## src/rtl/pipe_stage_skid_if.sv

```systemverilog
// Handshake bundle for one pipeline stage register: the upstream
// valid/ready beat, the downstream valid/ready beat, the hazard-unit
// flush and the occupancy report.
interface pipe_stage_skid_if #(
   parameter int DATA_W = 96,
   parameter int CTRL_W = 6,
   parameter int REG_W  = 5
) ();
   logic              in_valid;
   logic              in_ready;
   logic [DATA_W-1:0] in_data;
   logic [CTRL_W-1:0] in_ctrl;
   logic [REG_W-1:0]  in_wrin;
   logic              flush;
   logic              out_valid;
   logic              out_ready;
   logic [DATA_W-1:0] out_data;
   logic [CTRL_W-1:0] out_ctrl;
   logic [REG_W-1:0]  out_wrin;
   logic [1:0]        occupancy;

   // Producer/consumer side (drives beats in, accepts beats out)
   modport master (
      output in_valid, in_data, in_ctrl, in_wrin, flush, out_ready,
      input  in_ready, out_valid, out_data, out_ctrl, out_wrin, occupancy
   );

   // Stage register side
   modport slave (
      input  in_valid, in_data, in_ctrl, in_wrin, flush, out_ready,
      output in_ready, out_valid, out_data, out_ctrl, out_wrin, occupancy
   );
endinterface

```

## src/rtl/pipe_stage_skid.sv

```systemverilog
// Pipeline stage register with valid/ready handshake, stall, flush-to-bubble
// and an optional 2-entry skid buffer. A bubble carries zero control bits
// and a zero destination register, so it behaves as a NOP downstream.
// SKID=1: main + skid entry, in_ready is a register.
// SKID=0: single main entry, in_ready = out_ready | !out_valid.
module pipe_stage_skid #(
   parameter int DATA_W = 96,
   parameter int CTRL_W = 6,
   parameter int REG_W  = 5,
   parameter int SKID   = 1
) (
   input logic             CLK,
   input logic             RESET_N,
   pipe_stage_skid_if.slave bus
);

   localparam logic [1:0] ST_EMPTY = 2'd0;
   localparam logic [1:0] ST_ONE   = 2'd1;
   localparam logic [1:0] ST_FULL  = 2'd2;
   localparam logic       USE_SKID = (SKID != 0);

   logic [1:0]        state_q, state_d;
   logic              valid_q;
   logic              in_ready_q;
   logic [DATA_W-1:0] data_q;
   logic [CTRL_W-1:0] ctrl_q;
   logic [REG_W-1:0]  wrin_q;
   logic [DATA_W-1:0] skid_data_q;
   logic [CTRL_W-1:0] skid_ctrl_q;
   logic [REG_W-1:0]  skid_wrin_q;

   logic in_ready;
   logic in_fire;
   logic out_fire;
   logic load_main_in;
   logic load_main_skid;
   logic load_skid;

   // Without a skid entry the stage can only take a beat when the held one
   // leaves in the same cycle (or nothing is held).
   assign in_ready = USE_SKID ? in_ready_q : (bus.out_ready | ~valid_q);
   assign in_fire  = bus.in_valid & in_ready;
   assign out_fire = valid_q & bus.out_ready;

   assign bus.in_ready  = in_ready;
   assign bus.out_valid = valid_q;
   assign bus.out_data  = data_q;
   assign bus.out_ctrl  = ctrl_q;
   assign bus.out_wrin  = wrin_q;
   assign bus.occupancy = state_q;

   // Next-state and load selection; flush overrides any handshake.
   always_comb begin
      state_d        = state_q;
      load_main_in   = 1'b0;
      load_main_skid = 1'b0;
      load_skid      = 1'b0;
      if (bus.flush) begin
         state_d = ST_EMPTY;
      end else begin
         case (state_q)
            ST_EMPTY: begin
               if (in_fire) begin
                  state_d      = ST_ONE;
                  load_main_in = 1'b1;
               end else begin
                  state_d = ST_EMPTY;
               end
            end
            ST_ONE: begin
               if (in_fire && out_fire) begin
                  state_d      = ST_ONE;
                  load_main_in = 1'b1;
               end else if (in_fire && USE_SKID) begin
                  state_d   = ST_FULL;
                  load_skid = 1'b1;
               end else if (out_fire) begin
                  state_d = ST_EMPTY;
               end else begin
                  state_d = ST_ONE;
               end
            end
            ST_FULL: begin
               if (out_fire) begin
                  state_d        = ST_ONE;
                  load_main_skid = 1'b1;
               end else begin
                  state_d = ST_FULL;
               end
            end
            default: begin
               state_d = ST_EMPTY;
            end
         endcase
      end
   end

   // Control registers: state, output valid and the registered in_ready.
   always_ff @(posedge CLK) begin
      if (!RESET_N) begin
         state_q    <= ST_EMPTY;
         valid_q    <= 1'b0;
         in_ready_q <= 1'b0;
      end else begin
         state_q    <= state_d;
         valid_q    <= (state_d != ST_EMPTY);
         in_ready_q <= (state_d != ST_FULL);
      end
   end

   // Main (output) entry; control and destination drop to zero on a bubble,
   // the payload keeps its last value.
   always_ff @(posedge CLK) begin
      if (!RESET_N) begin
         data_q <= {DATA_W{1'b0}};
         ctrl_q <= {CTRL_W{1'b0}};
         wrin_q <= {REG_W{1'b0}};
      end else begin
         if (load_main_in) begin
            data_q <= bus.in_data;
         end else if (load_main_skid) begin
            data_q <= skid_data_q;
         end else begin
            data_q <= data_q;
         end
         if (state_d == ST_EMPTY) begin
            ctrl_q <= {CTRL_W{1'b0}};
            wrin_q <= {REG_W{1'b0}};
         end else if (load_main_in) begin
            ctrl_q <= bus.in_ctrl;
            wrin_q <= bus.in_wrin;
         end else if (load_main_skid) begin
            ctrl_q <= skid_ctrl_q;
            wrin_q <= skid_wrin_q;
         end else begin
            ctrl_q <= ctrl_q;
            wrin_q <= wrin_q;
         end
      end
   end

   // Skid entry: catches the beat accepted while the output is stalled.
   always_ff @(posedge CLK) begin
      if (!RESET_N) begin
         skid_data_q <= {DATA_W{1'b0}};
         skid_ctrl_q <= {CTRL_W{1'b0}};
         skid_wrin_q <= {REG_W{1'b0}};
      end else if (bus.flush) begin
         skid_data_q <= {DATA_W{1'b0}};
         skid_ctrl_q <= {CTRL_W{1'b0}};
         skid_wrin_q <= {REG_W{1'b0}};
      end else if (load_skid) begin
         skid_data_q <= bus.in_data;
         skid_ctrl_q <= bus.in_ctrl;
         skid_wrin_q <= bus.in_wrin;
      end else begin
         skid_data_q <= skid_data_q;
         skid_ctrl_q <= skid_ctrl_q;
         skid_wrin_q <= skid_wrin_q;
      end
   end

endmodule

```

## src/flat_wrapper.sv

```systemverilog
// flat-port wrapper written by rule: the top's interface ports become plain ports
module pipe_stage_skid_flat 
#(
   parameter int DATA_W = 96,
   parameter int CTRL_W = 6,
   parameter int REG_W  = 5,
   parameter int SKID   = 1
)
  (CLK, RESET_N, bus_in_valid, bus_in_data, bus_in_ctrl, bus_in_wrin, bus_flush, bus_out_ready, bus_in_ready, bus_out_valid, bus_out_data, bus_out_ctrl, bus_out_wrin, bus_occupancy);
  pipe_stage_skid_if #(.DATA_W(DATA_W), .CTRL_W(CTRL_W), .REG_W(REG_W)) bus_i ();
  input logic CLK;
  input logic RESET_N;
  input wire logic [$bits(bus_i.in_valid)-1:0] bus_in_valid;
  input wire logic [$bits(bus_i.in_data)-1:0] bus_in_data;
  input wire logic [$bits(bus_i.in_ctrl)-1:0] bus_in_ctrl;
  input wire logic [$bits(bus_i.in_wrin)-1:0] bus_in_wrin;
  input wire logic [$bits(bus_i.flush)-1:0] bus_flush;
  input wire logic [$bits(bus_i.out_ready)-1:0] bus_out_ready;
  output wire logic [$bits(bus_i.in_ready)-1:0] bus_in_ready;
  output wire logic [$bits(bus_i.out_valid)-1:0] bus_out_valid;
  output wire logic [$bits(bus_i.out_data)-1:0] bus_out_data;
  output wire logic [$bits(bus_i.out_ctrl)-1:0] bus_out_ctrl;
  output wire logic [$bits(bus_i.out_wrin)-1:0] bus_out_wrin;
  output wire logic [$bits(bus_i.occupancy)-1:0] bus_occupancy;
  assign bus_i.in_valid = bus_in_valid;
  assign bus_i.in_data = bus_in_data;
  assign bus_i.in_ctrl = bus_in_ctrl;
  assign bus_i.in_wrin = bus_in_wrin;
  assign bus_i.flush = bus_flush;
  assign bus_i.out_ready = bus_out_ready;
  assign bus_in_ready = bus_i.in_ready;
  assign bus_out_valid = bus_i.out_valid;
  assign bus_out_data = bus_i.out_data;
  assign bus_out_ctrl = bus_i.out_ctrl;
  assign bus_out_wrin = bus_i.out_wrin;
  assign bus_occupancy = bus_i.occupancy;
  pipe_stage_skid #(.DATA_W(DATA_W), .CTRL_W(CTRL_W), .REG_W(REG_W), .SKID(SKID)) u_core (.CLK(CLK), .RESET_N(RESET_N), .bus(bus_i));
endmodule
```

## config.mk

```make
export PLATFORM = sky130hd
export DESIGN_NAME = pipe_stage_skid_flat
export DESIGN_NICKNAME = d
export VERILOG_FILES = /design/src/rtl/pipe_stage_skid_if.sv /design/src/rtl/pipe_stage_skid.sv /design/src/flat_wrapper.sv
export SDC_FILE = /design/constraint.sdc
export NUM_CORES = 1
export LEC_CHECK = 0
export CORE_MARGIN = 4
export CORE_UTILIZATION = 52
export DETAILED_ROUTE_END_ITERATION = 8
export GPL_TIMING_DRIVEN = 0
export HOLD_SLACK_MARGIN = 0.06
export PLACE_DENSITY_LB_ADDON = 0.2
export SETUP_SLACK_MARGIN = 0.1
export SYNTH_ARGS = -nofsm -noshare
export SYNTH_HDL_FRONTEND = slang
export SYNTH_SLANG_ARGS = --single-unit
```

## constraint.sdc

```tcl
create_clock -name CLK -period 4.2 [get_ports CLK]
set_clock_uncertainty 0.05 [all_clocks]
set_input_delay 0.42 -clock CLK [delete_from_list [all_inputs] [get_ports CLK]]
set_output_delay 0.42 -clock CLK [all_outputs]
set_load 0.01 [all_outputs]
```

======== Word-level counts from Yosys, hierarchy flattened ========
Index checks and enable logic that the tools add are counted.
word-level totals
  input bits .............................. 112
  output and inout port bits .............. 111
  logic and storage cells ................. 45
  bits in latches ......................... 0
  memories ................................ 0
  register bits after elaboration ......... 218
  memory bits (writable) .................. 0
  ROM bits ................................ 0
cells by class
  eq/ne operators ......................... 3
  bitwise gates (word level) .............. 3
  $add $sub $neg .......................... 0
  $mul .................................... 0
  div/mod/pow operators ................... 0
  order comparisons ....................... 0
  mux-type cells .......................... 23
  shift-type cells ........................ 0
  reduce and logical (&&, ||, !) cells .... 7
operator list
  cell                                                             count
  96-bit 2-to-1 mux                                                2
  6-bit 2-to-1 mux                                                 2
  1-bit 2-to-1 mux                                                 11
  5-bit 2-to-1 mux                                                 2
  2-bit 2-to-1 mux                                                 4
  2-bit one-hot mux with 3 select lines                            1
  2-bit logical NOT                                                2
  2-bit nonzero test                                               2
  2-bit OR reduction                                               2
  1-bit AND                                                        2
  2-bit by 1-bit == test with 1-bit output, second input constant  1
  2-bit == test, second input constant                             1
  2-bit != test, second input constant                             1
  1-bit one-hot mux with 2 select lines                            1
  1-bit logical AND                                                1
  1-bit inverter                                                   1

======== Logic depth before layout (Yosys ltp) ========
Gate-level depths: netlist of the first run.
  depth in word-level cells ............... 8
  mapped depth ............................ 9
  depth with buffers taken out ............ 6

======== Least setup slack after synthesis of the first run ========
OpenSTA, ideal clock, no wires.
  path kind ............................... reg-to-reg
  start point ............................. register u_core.valid_q (netlist: u_core.bus.out_valid)
  end point ............................... register u_core.data_q[66] (netlist: u_core.bus.out_data[66])
  stages on the path, launching flop included .. 10
  path buffers ............................ 3
  arrival ................................. 1.725 ns
  required time ........................... 4.025 ns
  library setup time ...................... 0.125 ns
  path slack .............................. 2.300 ns
  clock period less this slack ............ 1.900 ns
  cell sequence ........................... dfxtp_1 -> and2_1 -> ha_1 -> nand3b_4 -> a31oi_2 -> nor2b_1 -> buf_2 -> buf_6 -> buf_6 -> o2bb2ai_1
on the way
  cells in the longest elaborated chain, start to end .. 6
  elaborated cells between the ends (all ways) .. 10
  those cells by class .................... 7 x mux; 1 x bitwise; 2 x reduce/logical
ends and longest elaborated chain
  what                                                            RTL line                source
  start: declaration                                              pipe_stage_skid.sv:23   logic valid_q;
  start signal: assignment                                        pipe_stage_skid.sv:106  valid_q <= (state_d != ST_EMPTY);
  1-bit AND *                                                     pipe_stage_skid.sv:43   assign out_fire = valid_q & bus.out_ready;
  1-bit logical AND                                               pipe_stage_skid.sv:71   if (in_fire && out_fire) begin
  1-bit 2-to-1 mux                                                pipe_stage_skid.sv:71
  1-bit one-hot mux with 2 select lines                           pipe_stage_skid.sv:61   case (state_q)
  1-bit 2-to-1 mux                                                pipe_stage_skid.sv:58   if (bus.flush) begin
  96-bit 2-to-1 mux / 2-bit nonzero test (equally long branches)  -
  end signal: assignment                                          pipe_stage_skid.sv:120  data_q <= bus.in_data;
  end signal: assignment                                          pipe_stage_skid.sv:122  data_q <= skid_data_q;
  end signal: assignment                                          pipe_stage_skid.sv:124  data_q <= data_q;
  end: declaration                                                pipe_stage_skid.sv:25   logic [DATA_W-1:0] data_q;
Every way passes the cells marked *; elsewhere a longest branch is shown, timed or not.
A chain may end at the register's enable or synchronous reset.

======== Worst setup path after layout of the first run ========
  start point ............................. input bus_out_ready
  end point ............................... register u_core.data_q[66] (netlist: u_core.bus.out_data[66])
on the way
  cells in the longest elaborated chain, start to end .. 6
  elaborated cells between the ends (all ways) .. 10
  those cells by class .................... 7 x mux; 1 x bitwise; 2 x reduce/logical
ends and longest elaborated chain
  what                                                            RTL line               source
  start: declaration                                              flat_wrapper.sv:18     input wire logic [$bits(bus_i.out_ready)-1:0] bus_out_ready;
  1-bit AND *                                                     pipe_stage_skid.sv:43
  1-bit logical AND                                               pipe_stage_skid.sv:71
  1-bit 2-to-1 mux                                                pipe_stage_skid.sv:71
  1-bit one-hot mux with 2 select lines                           pipe_stage_skid.sv:61
  1-bit 2-to-1 mux                                                pipe_stage_skid.sv:58
  96-bit 2-to-1 mux / 2-bit nonzero test (equally long branches)  -
Marked as above.

==> results of run 1 <==
-- routing by layer --
layer	track usage, %	vias up	routed length, µm
met4	6.97	0	606
met2	41.6	298	10900
met5	0	-	0
li1	-	3662	-
met1	32.9	3555	9800
met3	6.95	47	2030
-- path summary, 6_finish.rpt --
path | to
worst max-delay path | u_core.bus.out_data[66]$_SDFFE_PN0P_
worst min-delay path | u_core.skid_wrin_q[2]$_SDFFE_PP0P_
worst max register to register | u_core.bus.out_data[66]$_SDFFE_PN0P_
worst min register to register | u_core.skid_wrin_q[2]$_SDFFE_PP0P_
-- sequential cells by signal, summed over array words and instances, names as in the netlist --
name / count
u_core.bus.out_valid: 1
u_core.bus.occupancy: 2
u_core.bus.out_ctrl: 6
u_core.bus.in_ready: 1
u_core.bus.out_data: 96
u_core.bus.out_wrin: 5
u_core.skid_data_q: 96
u_core.skid_ctrl_q: 6
u_core.skid_wrin_q: 5
-- critical path, stage by stage --
cell and delay [ps]:
clkdlybuf4s50_1 580, and2_1 220, ha_1 240, nand3b_4 110, a31oi_2 250, nor2b_1 70
buf_2 190, buf_6 180, buf_6 150, o2bb2ai_1 110
-- cell type report --
class	count	area share, %
sequential	218	38.5
multi-input combinational	581	28.9
timing repair buffer	222	19.6
clock buffer	35	5.83
buffer	82	4.35
tap	211	2.33
clock inverter	4	0.397
inverter	2	0.0662
-- per-stage QoR --
stage	area (µm²)	cells	hold WS [ps]	total power, mW	utilization (%)
floorplan	8140	883	386	2.30	-
global placement	10600	1316	391	2.50	69.6
detailed placement	10600	1316	395	2.50	69.6
CTS	11300	1355	405	4.39	74.3
global route	11300	1355	419	4.51	74.3
finish	11300	1355	404	4.37	74.3
-- power breakdown --
| part | switching [mW] | internal, mW |
|---|---|---|
| sequential | 0.0114 | 2.08 |
| combinational | 0.181 | 0.182 |
| clock | 0.777 | 1.14 |
| total | 0.970 | 3.40 |
-- cells in the final DEF, fill, tap and decap left out, types with 3 or more instances in the layout --
master / instances
clkinv_2: 3
clkbuf_8: 4
clkdlybuf4s50_1: 222
buf_1: 3
buf_6: 13
buf_2: 31
clkbuf_1: 30
o22ai_1: 106
o21ai_0: 3
clkbuf_16: 23
dfxtp_1: 218
nor3_2: 5
nor2_1: 13
nand2_1: 216
buf_4: 13
a21oi_1: 107
nor3_1: 7
o2bb2ai_1: 96
-- cell families (layout without fill, tap and decap cells) --
family	Yosys count	count (layout)	synth area share, %
adders and majority gates	1	1	0.154
and+or+nand+nor	258	258	13.8
muxes	1	1	0.123
AOI/OAI and AO/OA	321	321	26.2
buffers and inverters	84	345	6.15
DFF	218	218	53.6
==> run metrics, run 1 <==
status completed; core area 15300 µm²; pre-CTS WS 1520 ps; flop2flop setup slack 2040 ps; CTS clk-pin slew, worst paths 60 ps; Synth cell types 38; GRT overflow 0; Final ANT Viol Nets 0; clock root cell clkbuf_16; Final min period 2210 ps; die extent in x 133 µm; Setup Crit Path Kind in2reg; Post-synth top cells dfxtp_1, nand2_1, a21oi_1; CTS Buffer Depth 3; CTS H-tree lvls 1; area grow syn2layout 39.2%; leading area contributor after synthesis dfxtp_1; worst r2r path cells 9; Async SR Flop Fraction 0%; CP required 4510 ps; Post-CTS Setup Inserts 0; unrepaired setup endpoints after global routing no; DRT Pass-1 Iters 5; critical path arrival 2520 ps; DRC viols 0; # diodes 0; initial antenna violation count 0; number of port buffers 222; hpwl dp 15.9 mm; count leader, synth dfxtp_1; max frequency 451 MHz; syn_area_per_cell 9.22 µm²; Routed wire per std cell 17.2 µm; # fillers 1130; Final Max Tran Viols 0; yosys warns 0; post-synthesis sequential area ratio 53.6%; Synth area leaders dfxtp_1, o2bb2ai_1, nand2_1; reg2reg start u_core.bus.out_valid$_SDFF_PN0_; DRT iter0 DRCs 470; slew margin rel. 58.0%; Synth Register Bits 218; # IOs 223; final wirelength 23.3 mm; power per cell area 386 nW/µm²; startpoint types input port; crit-path max FO 10; hold_buf cts 0; Setup TNS Final 0 ps; Via density 5.58; worst hold-check path type reg2reg; period utilisation layout 52.7%; TritonCTS clock tree built; FF+latch area 4360 µm²; Mapped Cells 883; most used flip-flop cell after synthesis dfxtp_1; Initial Util 53.3%; vias in the first global route 7321; syn nets 996; Slew @ Worst Pin 630 ps; maximum VDD drop 0.000272 V; first-pass GRT wire length 37.7 mm; CP Capture Type register; die height 133 µm; share of the synthesized area in the top cell type 53.6%; std cell rows 45; RePlAce Congestion 0.867; Crit. Startpoint bus_out_ready; final hold violations 0; Post-synth EDFFs 0; # clock sinks 218; final setup margin 1990 ps; largest net degree at the start of global routing 14; Via Count 7562; full die area 17700 µm²; HP Start u_core.skid_wrin_q[2]$_SDFFE_PP0P_; Mapped Area 8140 µm²; share of cells above drive strength 1 9.00%; Num CTS Buffers 22; worst skew pair latency 490 ps; P_leak 3.75 nW; multi-input logic area 3280 µm²; nets@finish 1242; # resized after CTS 0; max-cap violations 0; GRT Util Overall 25.3%; WHS Path Cells 2; final setup fails 0
Note: power is estimated with default switching activity, not from simulation.
==> run 2: changes to the inputs <==
--- a/config.mk
+++ b/config.mk
@@ -6,7 +6,7 @@
 export NUM_CORES = 1
 export LEC_CHECK = 0
 export CORE_MARGIN = 4
-export CORE_UTILIZATION = 52
+export CORE_UTILIZATION = 48
 export DETAILED_ROUTE_END_ITERATION = 8
 export GPL_TIMING_DRIVEN = 0
 export HOLD_SLACK_MARGIN = 0.06
==> constraint.sdc (replaced) <==
create_clock -name CLK -period 2.2 [get_ports CLK]
set_clock_uncertainty 0.05 [all_clocks]
set_input_delay 0.22 -clock CLK [delete_from_list [all_inputs] [get_ports CLK]]
set_output_delay 0.22 -clock CLK [all_outputs]
set_load 0.01 [all_outputs]
==> run metrics, run 2 (same netlist as run 1, synthesis figures left out) <==
share of cells above drive strength 1 9.79% (+0.79 points); Final min period 2000 ps; crit-path max FO 10 (unchanged); Final Max Tran Viols 0 (unchanged); Routed wire per std cell 17.2 µm (-0.10%); Slew @ Worst Pin 602 ps (-28.2 ps); CP required 2530 ps (-1980 ps); startpoint types register; Setup Crit Path Kind reg2reg; most common cell after layout, fill and taps aside clkdlybuf4s50_1; TritonCTS clock tree built; area grow syn2layout 40.0%; status completed; final hold violations 0 (unchanged); hold_buf cts 0 (unchanged); final hold slack 255 ps (-150 ps); dpl cell area 10600 µm² (+0.11%); # clock sinks 218 (unchanged); DRT iter0 DRCs 391 (-17%); Via Count 7486 (-1.0%); CTS H-tree lvls 1 (unchanged); Post-Route Utilization 68.7% (-5.5 points); first-pass GRT wire length 38.6 mm (+2.3%); DRT Pass-1 Iters 5 (unchanged); final setup margin 197 ps (-1790 ps); vias in the first global route 7400 (+1.1%); full die area 19100 µm² (+7.8%); Num CTS Buffers 23 (+4.5%); Final ANT Viol Nets 0 (unchanged); Via density 5.49 (-1.7%); worst skew pair latency 500 ps (about the same); max frequency 499 MHz; CTS Buffer Depth 3 (unchanged); nets@finish 1243 (+0.081%); Post-CTS Setup Inserts 0 (unchanged); die height 138 µm (+3.8%); Finished Cell Area 11400 µm² (+0.60%); total power 8.51 mW (+95%); P_leak 3.77 nW (+0.59%); RePlAce Congestion 0.856 (-1.2%); std cell rows 47 (+4.4%); critical path arrival 2330 ps (-190 ps); period utilisation layout 91.0%; worst hold-check path type in2reg; initial antenna violation count 0 (unchanged); hpwl dp 16.2 mm (+1.6%); # diodes 0 (unchanged); GRT Util Overall 23.7% (-1.6 points); max-cap violations 0 (unchanged); CTS clk-pin slew, worst paths 60 ps (about the same); slew margin rel. 59.9% (+1.9 points); GRT overflow 0 (unchanged); pre-CTS WS -297 ps (-1820 ps); die extent in x 138 µm (+3.8%); final wirelength 23.4 mm (+0.56%); number of port buffers 222 (unchanged); most frequent cells in the layout clkdlybuf4s50_1, nand2_1, dfxtp_1; core area 16600 µm² (+8.7%); clock root cell clkbuf_16; largest net degree at the start of global routing 14 (unchanged); CP Capture Type register; DRC viols 0 (unchanged); # IOs 223 (unchanged); maximum VDD drop 0.000582 V (+110%); final setup fails 0 (unchanged); Initial Util 49.1% (-4.3 points); unrepaired setup endpoints after global routing yes; power per cell area 746 nW/µm² (+93%)
## run 2: cell count changes in the layout (fill, tap and decap cells not counted), sizes merged
cell	before	now
clkinv	3	6
clkinvlp	0	1
bufinv	1	2
clkbuf	57	52
## run 2: final timing paths
path | cells past startpoint | slack, ps | endpoint | start
worst max-delay path | 9 | 200 | u_core.bus.out_data[34]$_SDFFE_PN0P_ | u_core.bus.out_valid$_SDFF_PN0_
worst min-delay path | 3 | 250 | u_core.skid_data_q[5]$_SDFFE_PP0P_ | bus_in_data[5]
worst max register to register | 9 | 200 | u_core.bus.out_data[34]$_SDFFE_PN0P_ | u_core.bus.out_valid$_SDFF_PN0_
worst min register to register | 2 | 400 | u_core.skid_data_q[53]$_SDFFE_PP0P_ | u_core.skid_data_q[53]$_SDFFE_PP0P_
## run 2: layout make-up
cell class                      instances  area (µm²)
Buffer                                 82         494
Clock buffer                           30         642
Clock inverter                          9        97.6
Fill cell                            1342        5180
Inverter                                2        7.51
Multi-Input combinational cell        581        3290
Sequential cell                       218        4370
Tap cell                              220         275
Timing Repair Buffer                  222        2220
## run 2: worst max-delay path, cell delays in order (launching register included)
cell and delay (ps):
dfxtp_2 390, and2_1 200, ha_2 220, nand3b_4 120, a31oi_4 220, nor2b_1 70, buf_2 170, buf_6 160
buf_6 150, o2bb2ai_1 120
## run 2: timing repair
action,4_1_cts,5_1_grt
resized for setup,2,5
pin swaps,0,0
setup endpoints to repair,51,110
## run 2: per-stage QoR
| step | setup TNS, ps | std cells |
|---|---|---|
| after floorplan | 0 | 883 |
| after global placement | -35910 | 1325 |
| after detailed placement | -36050 | 1325 |
| after CTS | 0 | 1364 |
| after global routing | 0 | 1364 |
| final | 0 | 1364 |
## run 2: per-layer routing
metal,global-route usage [%],vias to the layer above,share of wire (%)
met4,5.41,0,2.2
met1,31.2,3536,43
met2,39.5,244,48
met3,6.01,35,7.5
li1,-,3671,-
met5,0,-,0
## run 2: power by group
group,total [mW],leakage (nW),internal (mW),switching (mW)
Clock,3.81,0.368,2.28,1.53
Sequential,4.00,1.76,3.98,0.0209
Combinational,0.699,1.65,0.350,0.349
Total,8.51,3.77,6.61,1.90
==> run 3: changes to the inputs <==
--- a/config.mk
+++ b/config.mk
@@ -6,7 +6,7 @@
 export NUM_CORES = 1
 export LEC_CHECK = 0
 export CORE_MARGIN = 4
-export CORE_UTILIZATION = 48
+export CORE_UTILIZATION = 35
 export DETAILED_ROUTE_END_ITERATION = 8
 export GPL_TIMING_DRIVEN = 0
 export HOLD_SLACK_MARGIN = 0.06
==> run metrics, run 3 (same netlist as run 1, synthesis figures left out) <==
DRT Pass-1 Iters 5 (unchanged); Top Family by Delay on Critical Path buffers and inverters; RePlAce Congestion 0.792 (-7.5%); most frequent cells in the layout clkdlybuf4s50_1, nand2_1, dfxtp_1; critical path arrival 2300 ps (-30 ps); final hold slack 230 ps (-24.3 ps); startpoint types register; TritonCTS clock tree built; crit-path cells and2_2 -> ha_4 -> nand3b_4 -> a31o_2 -> buf_2 -> buf_2 -> o2bb2ai_1; power per cell area 741 nW/µm² (-0.77%); nets@finish 1244 (+0.080%); die extent in x 161 µm (+16%); worst stage delay on the critical path 370 ps (-20 ps); hold_buf cts 0 (unchanged); met2 Track Usage GR 29.1% (-10 points); unrepaired setup endpoints after global routing no; number of port buffers 222 (unchanged); initial antenna violation count 1 (+1); CP Capture Type register; CTS H-tree lvls 1 (unchanged); WHS Path Cells 3 (unchanged); DRC viols 0 (unchanged); final hold violations 0 (unchanged); CTS Buffer Depth 3 (unchanged); Setup Crit Path Kind reg2reg; Final ANT Viol Nets 0 (unchanged); slew margin rel. 61.4% (+1.6 points); Final Max Tran Viols 0 (unchanged); std cell rows 55 (+17%); area grow syn2layout 42.0%; Routed wire per std cell 16.9 µm (-1.4%); Via Count 7401 (-1.1%); first-pass GRT wire length 39.7 mm (+3.0%); GRT overflow 0 (unchanged); P_leak 3.79 nW (+0.54%); vias in the first global route 7294 (-1.4%); total power 8.56 mW (+0.62%); final wirelength 24.8 mm (+5.7%); Setup TNS Final 0 ps (unchanged); CP bufs+invs 2 (-1); # clock sinks 218 (unchanged); met1 usage 25.6% (-5.6 points); # diodes 0 (unchanged); CTS clk-pin slew, worst paths 60 ps (about the same); full die area 25800 µm² (+35%); maximum VDD drop 0.000606 V (+4.2%); Num CTS Buffers 24 (+4.3%); GRT Util Overall 18.4% (-5.3 points); most common cell after layout, fill and taps aside clkdlybuf4s50_1; clock root cell clkbuf_16; Slew @ Worst Pin 578 ps (-23.7 ps); share of cells above drive strength 1 10.0% (+0.22 points); period utilisation layout 89.5% (-1.5 points); core area 22800 µm² (+37%); hpwl dp 17.1 mm (+5.9%); CP required 2530 ps (about the same); CP max-delay cell dfxtp_4; worst skew pair latency 510 ps (about the same); die height 161 µm (+16%); worst r2r path cells 7 (-2); worst hold-check path type in2reg; Initial Util 35.7% (-13 points); WP depth 7 (-2); busiest grt layer met2; Via density 5.06 (-7.8%); Final min period 1970 ps (-33.4 ps); met3 usage 4.52% (-1.5 points); crit-path max FO 10 (unchanged); max frequency 508 MHz (+1.7%); # IOs 223 (unchanged); CP most frequent cell buf_2; max-cap violations 0 (unchanged); Post-CTS Setup Inserts 0 (unchanged); final setup fails 0 (unchanged); status completed; largest net degree at the start of global routing 14 (unchanged); DRT iter0 DRCs 365 (-6.6%)
run 3: final timing paths:
kind	startpoint	to	slack, ps
min reg2reg	u_core.skid_data_q[54]$_SDFFE_PP0P_	u_core.skid_data_q[54]$_SDFFE_PP0P_	400
max reg2reg	u_core.bus.out_valid$_SDFF_PN0_	u_core.bus.out_data[60]$_SDFFE_PN0P_	230
max	u_core.bus.out_valid$_SDFF_PN0_	u_core.bus.out_data[60]$_SDFFE_PN0P_	230
min	bus_in_data[73]	u_core.skid_data_q[73]$_SDFFE_PP0P_	230
run 3: tightest hold or removal path: cells and delay by family:
family          cells  cell delay [ps]
buf+inv             1              420
compound gates      1               50
simple gates        1               60
run 3: final cells by class:
type | count | area (µm²)
Buffer | 82 | 499
Inverter | 2 | 7.51
Clock buffer | 37 | 721
Tap cell | 313 | 392
Sequential cell | 218 | 4370
Clock inverter | 7 | 41.3
Fill cell | 2099 | 11200
Multi-Input combinational cell | 581 | 3310
Timing Repair Buffer | 222 | 2220
run 3: where the power goes:
part	switching [mW]	internal (mW)
Sequential	0.0217	3.98
Combinational	0.358	0.353
Clock	1.59	2.26
Total	1.97	6.59
run 3: repair_timing:
| item | in CTS | in global routing |
|---|---|---|
| setup endpoints to repair | 52 | 113 |
| cloned | 0 | 0 |
| resized for setup | 2 | 11 |
| pin swaps | 0 | 1 |
run 3: metal layers:
metal | part of all wire, % | up-vias | wire length, µm
met3 | 7.0 | 33 | 1730
met5 | 0.028 | - | 7
met4 | 1.8 | 2 | 456
li1 | - | 3680 | -
met2 | 45 | 223 | 11100
met1 | 46 | 3463 | 11500
run 3: metrics by stage:
step | util (%) | instances | worst slack [ps] | cell area (µm²)
after floorplan | - | 883 | 300 | 8140
after global placement | 47.2 | 1418 | -374 | 10800
after detailed placement | 47.2 | 1418 | -341 | 10800
after CTS | 50.6 | 1462 | 107 | 11500
after global routing | 50.7 | 1462 | 106 | 11600
final | 50.7 | 1462 | 231 | 11600
